<file path="src/rtl/fft16_pkg.sv">
// Shared constants and FSM encoding for the 16-point FFT butterfly scheduler.
package fft16_pkg;
  localparam int unsigned N     = 16;
  localparam int unsigned LOG2N = 4;
  localparam logic [31:0] ANGLE_STEP = 32'h1000_0000;

  typedef enum logic [1:0] {
    IDLE,
    ISSUE,
    DRAIN,
    DONE
  } state_t;
endpackage

</file>
<file path="src/rtl/fft16_agu.sv">
// Radix-2 DIT butterfly address and twiddle-angle generator (pure combinational).
module fft16_agu
  import fft16_pkg::*;
(
  input  logic [1:0]         stage,
  input  logic [LOG2N-2:0]   j,
  output logic [LOG2N-1:0]   a,
  output logic [LOG2N-1:0]   b,
  output logic signed [31:0] zangle
);
  logic [LOG2N-1:0] span;
  logic [LOG2N-1:0] pos;
  logic [LOG2N-1:0] grp;
  logic [LOG2N-1:0] k;

  always_comb begin
    span = 4'd1 << stage;
    pos  = {1'b0, j} & (span - 4'd1);
    grp  = {1'b0, j} >> stage;
    a    = (grp << ({1'b0, stage} + 3'd1)) | pos;
    b    = a + span;
    // Twiddle exponent scaled to the 16-point circle; rotation is clockwise.
    k      = pos << (2'd3 - stage);
    zangle = '0 - (ANGLE_STEP * {28'd0, k});
  end
endmodule

</file>
<file path="src/rtl/fft16_sched.sv">
// Four-stage butterfly issue scheduler with a LAT-cycle write-back delay line.
module fft16_sched
  import fft16_pkg::*;
#(
  parameter int unsigned LAT = 16
) (
  input  logic               clock,
  input  logic               reset,
  input  logic               start,
  output logic               busy,
  output logic               done,
  output logic               rd_en,
  output logic [3:0]         rd_addr_a,
  output logic [3:0]         rd_addr_b,
  output logic signed [31:0] zangle,
  output logic [1:0]         stage,
  output logic               wr_en,
  output logic [3:0]         wr_addr_a,
  output logic [3:0]         wr_addr_b
);
  state_t           state, state_nx;
  logic [2:0]       j;
  logic [1:0]       stg;
  logic [6:0]       dcnt;
  logic             drain_end;
  logic [3:0]       agu_a, agu_b;
  logic signed [31:0] agu_z;
  logic [8:0]       dly [LAT];

  fft16_agu u_agu (
    .stage  (stg),
    .j      (j),
    .a      (agu_a),
    .b      (agu_b),
    .zangle (agu_z)
  );

  assign drain_end = (dcnt == 7'(LAT - 1));

  always_ff @(posedge clock or posedge reset) begin
    if (reset) state <= IDLE;
    else       state <= state_nx;
  end

  always_comb begin
    state_nx = state;
    case (state)
      IDLE:  if (start) state_nx = ISSUE;
      ISSUE: if (j == 3'd7) state_nx = DRAIN;
      DRAIN: if (drain_end) state_nx = (stg == 2'd3) ? DONE : ISSUE;
      DONE:  state_nx = IDLE;
      default: state_nx = IDLE;
    endcase
  end

  always_ff @(posedge clock or posedge reset) begin
    if (reset) begin
      j    <= '0;
      stg  <= '0;
      dcnt <= '0;
    end else begin
      case (state)
        ISSUE: begin
          j    <= j + 3'd1;
          dcnt <= '0;
        end
        DRAIN: begin
          if (drain_end) begin
            dcnt <= '0;
            stg  <= stg + 2'd1;
          end else begin
            dcnt <= dcnt + 7'd1;
          end
        end
        default: begin
          j    <= '0;
          stg  <= '0;
          dcnt <= '0;
        end
      endcase
    end
  end

  // Addresses are already zeroed when idle, so the delay line carries clean zeros.
  always_ff @(posedge clock or posedge reset) begin
    if (reset) begin
      for (int unsigned i = 0; i < LAT; i++) dly[i] <= '0;
    end else begin
      dly[0] <= {rd_en, rd_addr_a, rd_addr_b};
      for (int unsigned i = 1; i < LAT; i++) dly[i] <= dly[i-1];
    end
  end

  always_comb begin
    busy      = (state != IDLE);
    done      = (state == DONE);
    rd_en     = (state == ISSUE);
    stage     = (state == ISSUE || state == DRAIN) ? stg : '0;
    rd_addr_a = rd_en ? agu_a : '0;
    rd_addr_b = rd_en ? agu_b : '0;
    zangle    = rd_en ? agu_z : '0;
    {wr_en, wr_addr_a, wr_addr_b} = dly[LAT-1];
  end
endmodule

</file>
<file path="config.mk">
export PLATFORM = sky130hd
export DESIGN_NAME = fft16_sched
export DESIGN_NICKNAME = d
export VERILOG_FILES = /design/src/rtl/fft16_pkg.sv /design/src/rtl/fft16_agu.sv /design/src/rtl/fft16_sched.sv
export SDC_FILE = /design/constraint.sdc
export NUM_CORES = 1
export LEC_CHECK = 0
export ABC_AREA = 0
export BUFFER_PORTS_ARGS = -buffer_cell sky130_fd_sc_hd__buf_4
export CAP_MARGIN = 40
export CORE_AREA = 2 2 98 100
export CTS_CLUSTER_DIAMETER = 40
export DETAILED_ROUTE_END_ITERATION = 8
export DIE_AREA = 0 0 100 102
export GPL_TIMING_DRIVEN = 0
export PLACE_DENSITY = 0.77
export RECOVER_POWER = 25
export SETUP_SLACK_MARGIN = 0.2
export SYNTH_ARGS = -nofsm -noshare
export SYNTH_HDL_FRONTEND = slang
export SYNTH_SLANG_ARGS = --single-unit
</file>
<file path="constraint.sdc">
create_clock -name clock -period 5.6 [get_ports clock]
set_input_delay 0.28 -clock clock [delete_from_list [all_inputs] [get_ports clock]]
set_output_delay 0.28 -clock clock [all_outputs]
set_load 0.03 [all_outputs]
</file>
# --- After elaboration in Yosys (flattened, before gate mapping) ---
# Index checks and enable logic that the tools add are counted.
totals:
  ff_bits: 158
  elab_cells: 63
classes:
  addsub: 8
  eq_ne: 9
  n_shift: 4
  mux: 14
  bitwise: 3
  reduce_logical: 5
op_table:
  columns: ["op", "count"]
  rows:
  - ["$mux W32", 1]
  - ["$sub A1 B32 Y32 const A", 1]
  - ["$mux W7", 2]
  - ["$mux W2", 6]
  - ["$mux W4", 2]
  - ["$pmux W2 S4", 1]
  - ["$add A7 B1 Y7 const B", 1]
  - ["$eq A7 B4 Y1 const B", 1]
  - ["$eq A2 B2 Y1 const B", 3]
  - ["$pmux W3 S2", 1]
  - ["$add A4 B4 Y4", 1]
  - ["$and A3 B4 Y4", 1]
  - ["$ne A2 B2 Y1 const B", 2]
  - ["$or A4 B4 Y4", 1]
  - ["$pmux W2 S2", 1]
  - ["$shl A1 B2 Y4 const A", 1]
  - ["$shl A4 B2 Y4", 1]
  - ["$shl A4 B3 Y4", 1]
  - ["$shr A3 B2 Y4", 1]
  - ["$sub A4 B1 Y4 const B", 1]
  - ["$add A2 B1 Y3 const B", 1]
  - ["$add A3 B1 Y3 const B", 1]
  - ["$eq A3 B3 Y1 const B", 1]
  - ["$reduce_and A3 Y1", 1]
  - ["9 further kinds", 9]

# --- Longest topological paths before layout ---
depth:
  ltp_word: 6
  mapped_depth: 11

# --- Hierarchy ---
# A second synthesis with hierarchy kept.
hier_totals:
  hier_cells: 356
  hier_area_um2: 5327.6
by_module_without_submodules:
  columns: ["module", "n_inst", "cells_per_inst", "area_each_um2", "seq_area_each_um2"]
  rows:
  - ["fft16_sched", 1, 272, 4687.0, 3953.8]
  - ["fft16_agu", 1, 84, 640.6, 0.0]

# --- Least setup slack after synthesis ---
# OpenSTA, ideal clock, no wires.
synth_path:
  path_kind: "reg2out"
  startpoint: "reg stg[0]"
  endpoint: "out rd_addr_b[2]"
  arrival_time_ns: 2.669
  required_ns: 5.320
  path_slack_ns: 2.651
  path_stages_with_launch: 12
  path_buffers: 1
  path_cell_list: "dfrtp_1 -> clkbuf_1 -> inv_1 -> ha_1 -> nor2_1 -> nand3_1 -> nand2_1 -> ha_1 -> inv_1 -> fa_1 -> xor2_1 -> nor2_1"
synth_via:
  elab_chain_len: 6
  elab_cells_between_ends: 9
synth_lines:
  columns: ["item", "line", "source"]
  rows:
  - ["start: declaration", "fft16_sched.sv:23", "logic [1:0] stg;"]
  - ["start signal: assignment", "fft16_sched.sv:70", "stg <= stg + 2'd1;"]
  - ["$shl A1 B2 Y4", "fft16_agu.sv:17", "span = 4'd1 << stage;"]
  - ["$sub A4 B1 Y4", "fft16_agu.sv:18", "pos = {1'b0, j} & (span - 4'd1);"]
  - ["$and A3 B4 Y4", "fft16_agu.sv:18", null]
  - ["$or A4 B4 Y4", "fft16_agu.sv:20", "a = (grp << ({1'b0, stage} + 3'd1)) | pos;"]
  - ["$add A4 B4 Y4 (*)", "fft16_agu.sv:21", "b = a + span;"]
  - ["$mux W4 (*)", "fft16_sched.sv:100", "rd_addr_b = rd_en ? agu_b : '0;"]
  - ["end: declaration", "fft16_sched.sv:14", "output logic [3:0] rd_addr_b,"]
# Mark *: on every way between the ends. The rest lies on a longest branch, timed or not.

# --- Worst setup path after layout ---
layout_path:
  startpoint: "reg stg[0]"
  endpoint: "out rd_addr_b[3]"
# Same word-level chain as after synthesis.

==> reports/qor.yml <==
synth_top_area_share_pct: 77.3
start_kind: "flop"
numCtsBuffers: 17
cp.required_ns: 5.32
slew_violations: 0
cts-root-buf: "clkbuf_8"
cts_resized: 0
period_share_pct: 72.4
reg2reg_depth: 11
final_cells: 522
ir_drop_mv: 0.197
worst_ep_arrival_time_ns: 3.78
synth_edf_count: 0
worstPathMaxFanout: 10
io_buffers: 28
ys_seq_elements: 158
synth.avg_cell_area_sq_um: 15.9
wl_per_cell_um: 14.0
path_clk_slew_ns: 0.07
yosysSeqAreaShare_pct: 77.3
overflow: 0
p_clk_share_pct: 48.3
grtUsageTotal_pct: 15.9
total_power_w: 0.00233
cts_setup_buffers: 0
rows: 35
hold_violations: 0
critPathCaptureType: "primary output"
yosysMostFrequentCell: "dfrtp_1"
dpl_cell_area_sq_mm: 0.00560
area_growth_pct: 21.4
hpwlAfterDp_um: 4390
clockBufferDepth: 2
num_vias: 2415
antenna_found_initial: 0
crit_path_end: "rd_addr_b[3]"
fp.coreArea_sq_mm: 0.00911
final_util_pct: 68.2
tritoncts: "done"
io_pins: 57
r2r-end: "dly[138]"
grt_pass1_vias: 2459
drc: 0
finClkSkew_ns: 0.00835
grt_max_degree: 98
pwr-share-seq_pct: 48.9
initial_utilization_pct: 56.1
p_int_w: 0.00178
fin_area_sq_mm: 0.00621
die-area_sq_mm: 0.0102
power_density_mw_per_mm2: 376
min_path_type: "primary input to flop"
rrSetupSlack_ns: 2.39
die_x_um: 100
ys_warn_count: 0
critPathLaunch: "stg[0]"
synth.cells.most_frequent: "158 x dfrtp_1, 36 x buf_4, 17 x ha_1, 15 x nand2_1"
die_y_um: 102
maxCapViolations: 0
switchingPower_w: 0.000553
reg2reg_from: "stg[0]"
pwr-share-comb_pct: 2.8
outcome: "finished clean"
gp_congestion: 0.805
synth_cell_types: 36
post-place-cells: 489
criticalPathCategory: "flop to primary output"
diodes: 0
ant_nets: 0
via_per_inst: 4.63
tightest_slew_ns: 0.528
synth_area_sq_mm: 0.00511
drive_above_1_share_pct: 25.8
rsz0062_at_grt: "false"
finalSetupViolations: 0
timing.hold.ws_ns: 0.154
postCtsHoldBufs: 1
insertion_delay_ns: 0.52
switching_share_pct: 23.7
fin_crit_ns: 4.06
synthFlopType: "dfrtp_1"
drt-initial-drc-count: 95
fmax_mhz: 247
leakage_nw: 3.18
ys_top_cells_by_area: "dfrtp_1 77%, buf_4 5.3%, ha_1 4.2%"
dr.pass1.iters: 4
grt_pass1_wl_um: 11900
slew_headroom_pct: 64.5
cts_sinks: 158
netlist.top_cell.by_area: "dfrtp_1"
async_flop_share_pct: 100
netlist_instances: 322
htreeDepth: 4
nNetsFinal: 419
routed_wl_um: 7290
==> registers in the layout, summed over array words and instances, names as in the netlist <==
register and count:
wr_addr_a 4, wr_addr_b 4, dcnt 7, j 3, dly 135, wr_en 1, state 2, stg 2
==> cells in the final DEF (no fill, tap or decap), drive strengths merged, types with 4 or more instances in the layout <==
cell type / synthesis / final
inv: 12 / 22
buf: 37 / 66
clkbuf: 4 / 21
xor2: 4 / 4
nor2: 12 / 12
nand3: 6 / 6
o21ai: 10 / 10
conb: 1 / 28
a21oi: 5 / 5
nand2: 15 / 15
dfrtp: 158 / 158
and2: 9 / 9
ha: 17 / 17
==> through the flow <==
stage / setup WS, ns / setup TNS, ns
2_1_floorplan: 1.06 / 0
3_3_place_gp: -0.0554 / -7.76
3_5_place_dp: 2.11 / 0
4_1_cts: 1.53 / 0
5_1_grt: 1.23 / 0
6_report: 1.54 / 0
==> critical path: stages (launching register included) <==
cell	delay, ns
dfrtp_1	0.51
clkbuf_1	0.39
inv_1	0.15
ha_1	0.45
nor2_1	0.10
a21boi_0	0.44
inv_1	0.10
ha_1	0.28
a21o_1	0.17
a21oi_1	0.16
nor2_1	0.05
mux2_2	0.28
buf_4	0.17
==> logic make-up (layout without fill, tap and decap cells) <==
| logic type | count (synthesis) | count (layout) | synth area share [%] |
|---|---|---|---|
| buf+inv | 53 | 115 | 6.68 |
| compound gates | 25 | 25 | 3.43 |
| flops | 158 | 158 | 77.3 |
| fa+ha+maj | 18 | 18 | 4.55 |
| other cells | 1 | 28 | 0.0733 |
| simple gates | 56 | 56 | 5.87 |
| mux | 5 | 5 | 1.05 |
| xor+xnor | 6 | 6 | 1.03 |
==> final cells by class <==
cell class	instances	area, sq um
sequential	158	3950
buffer	41	297
clock inverter	15	189
tap	111	139
fill	627	2900
inverter	12	50.0
multi-input combinational	138	920
clock buffer	17	414
timing repair buffer	30	248
==> power by group through the flow <==
stage / registers [W] / clock network [W] / logic (W)
floorplan: 0.00116 / 0 / 0.0000560
global placement: 0.00116 / 0 / 0.0000609
detailed placement: 0.00116 / 0 / 0.0000651
CTS: 0.00114 / 0.00116 / 0.0000657
global route: 0.00114 / 0.00121 / 0.0000724
finish: 0.00114 / 0.00113 / 0.0000654
==> routing by layer <==
layer / track usage [%] / vias to the layer above / wire (um)
li1: - / 1130 / -
met1: 20.1 / 1223 / 3110
met2: 25.4 / 53 / 3830
met3: 4.58 / 9 / 272
met4: 8.01 / 0 / 82
met5: 0 / - / 0
==> how the worst min path moves through the flow <==
stage	startpoint	to	slack, ns	cells past startpoint
floorplan	dly[109]	dly[100]	0.33	0
global placement	dly[117]	dly[108]	0.33	0
detailed placement	dly[20]	dly[11]	0.33	0
CTS	start	state[1]	0.12	4
global route	start	state[1]	0.18	4
finish	start	state[1]	0.15	4
Power figures use the tool's default switching activity.
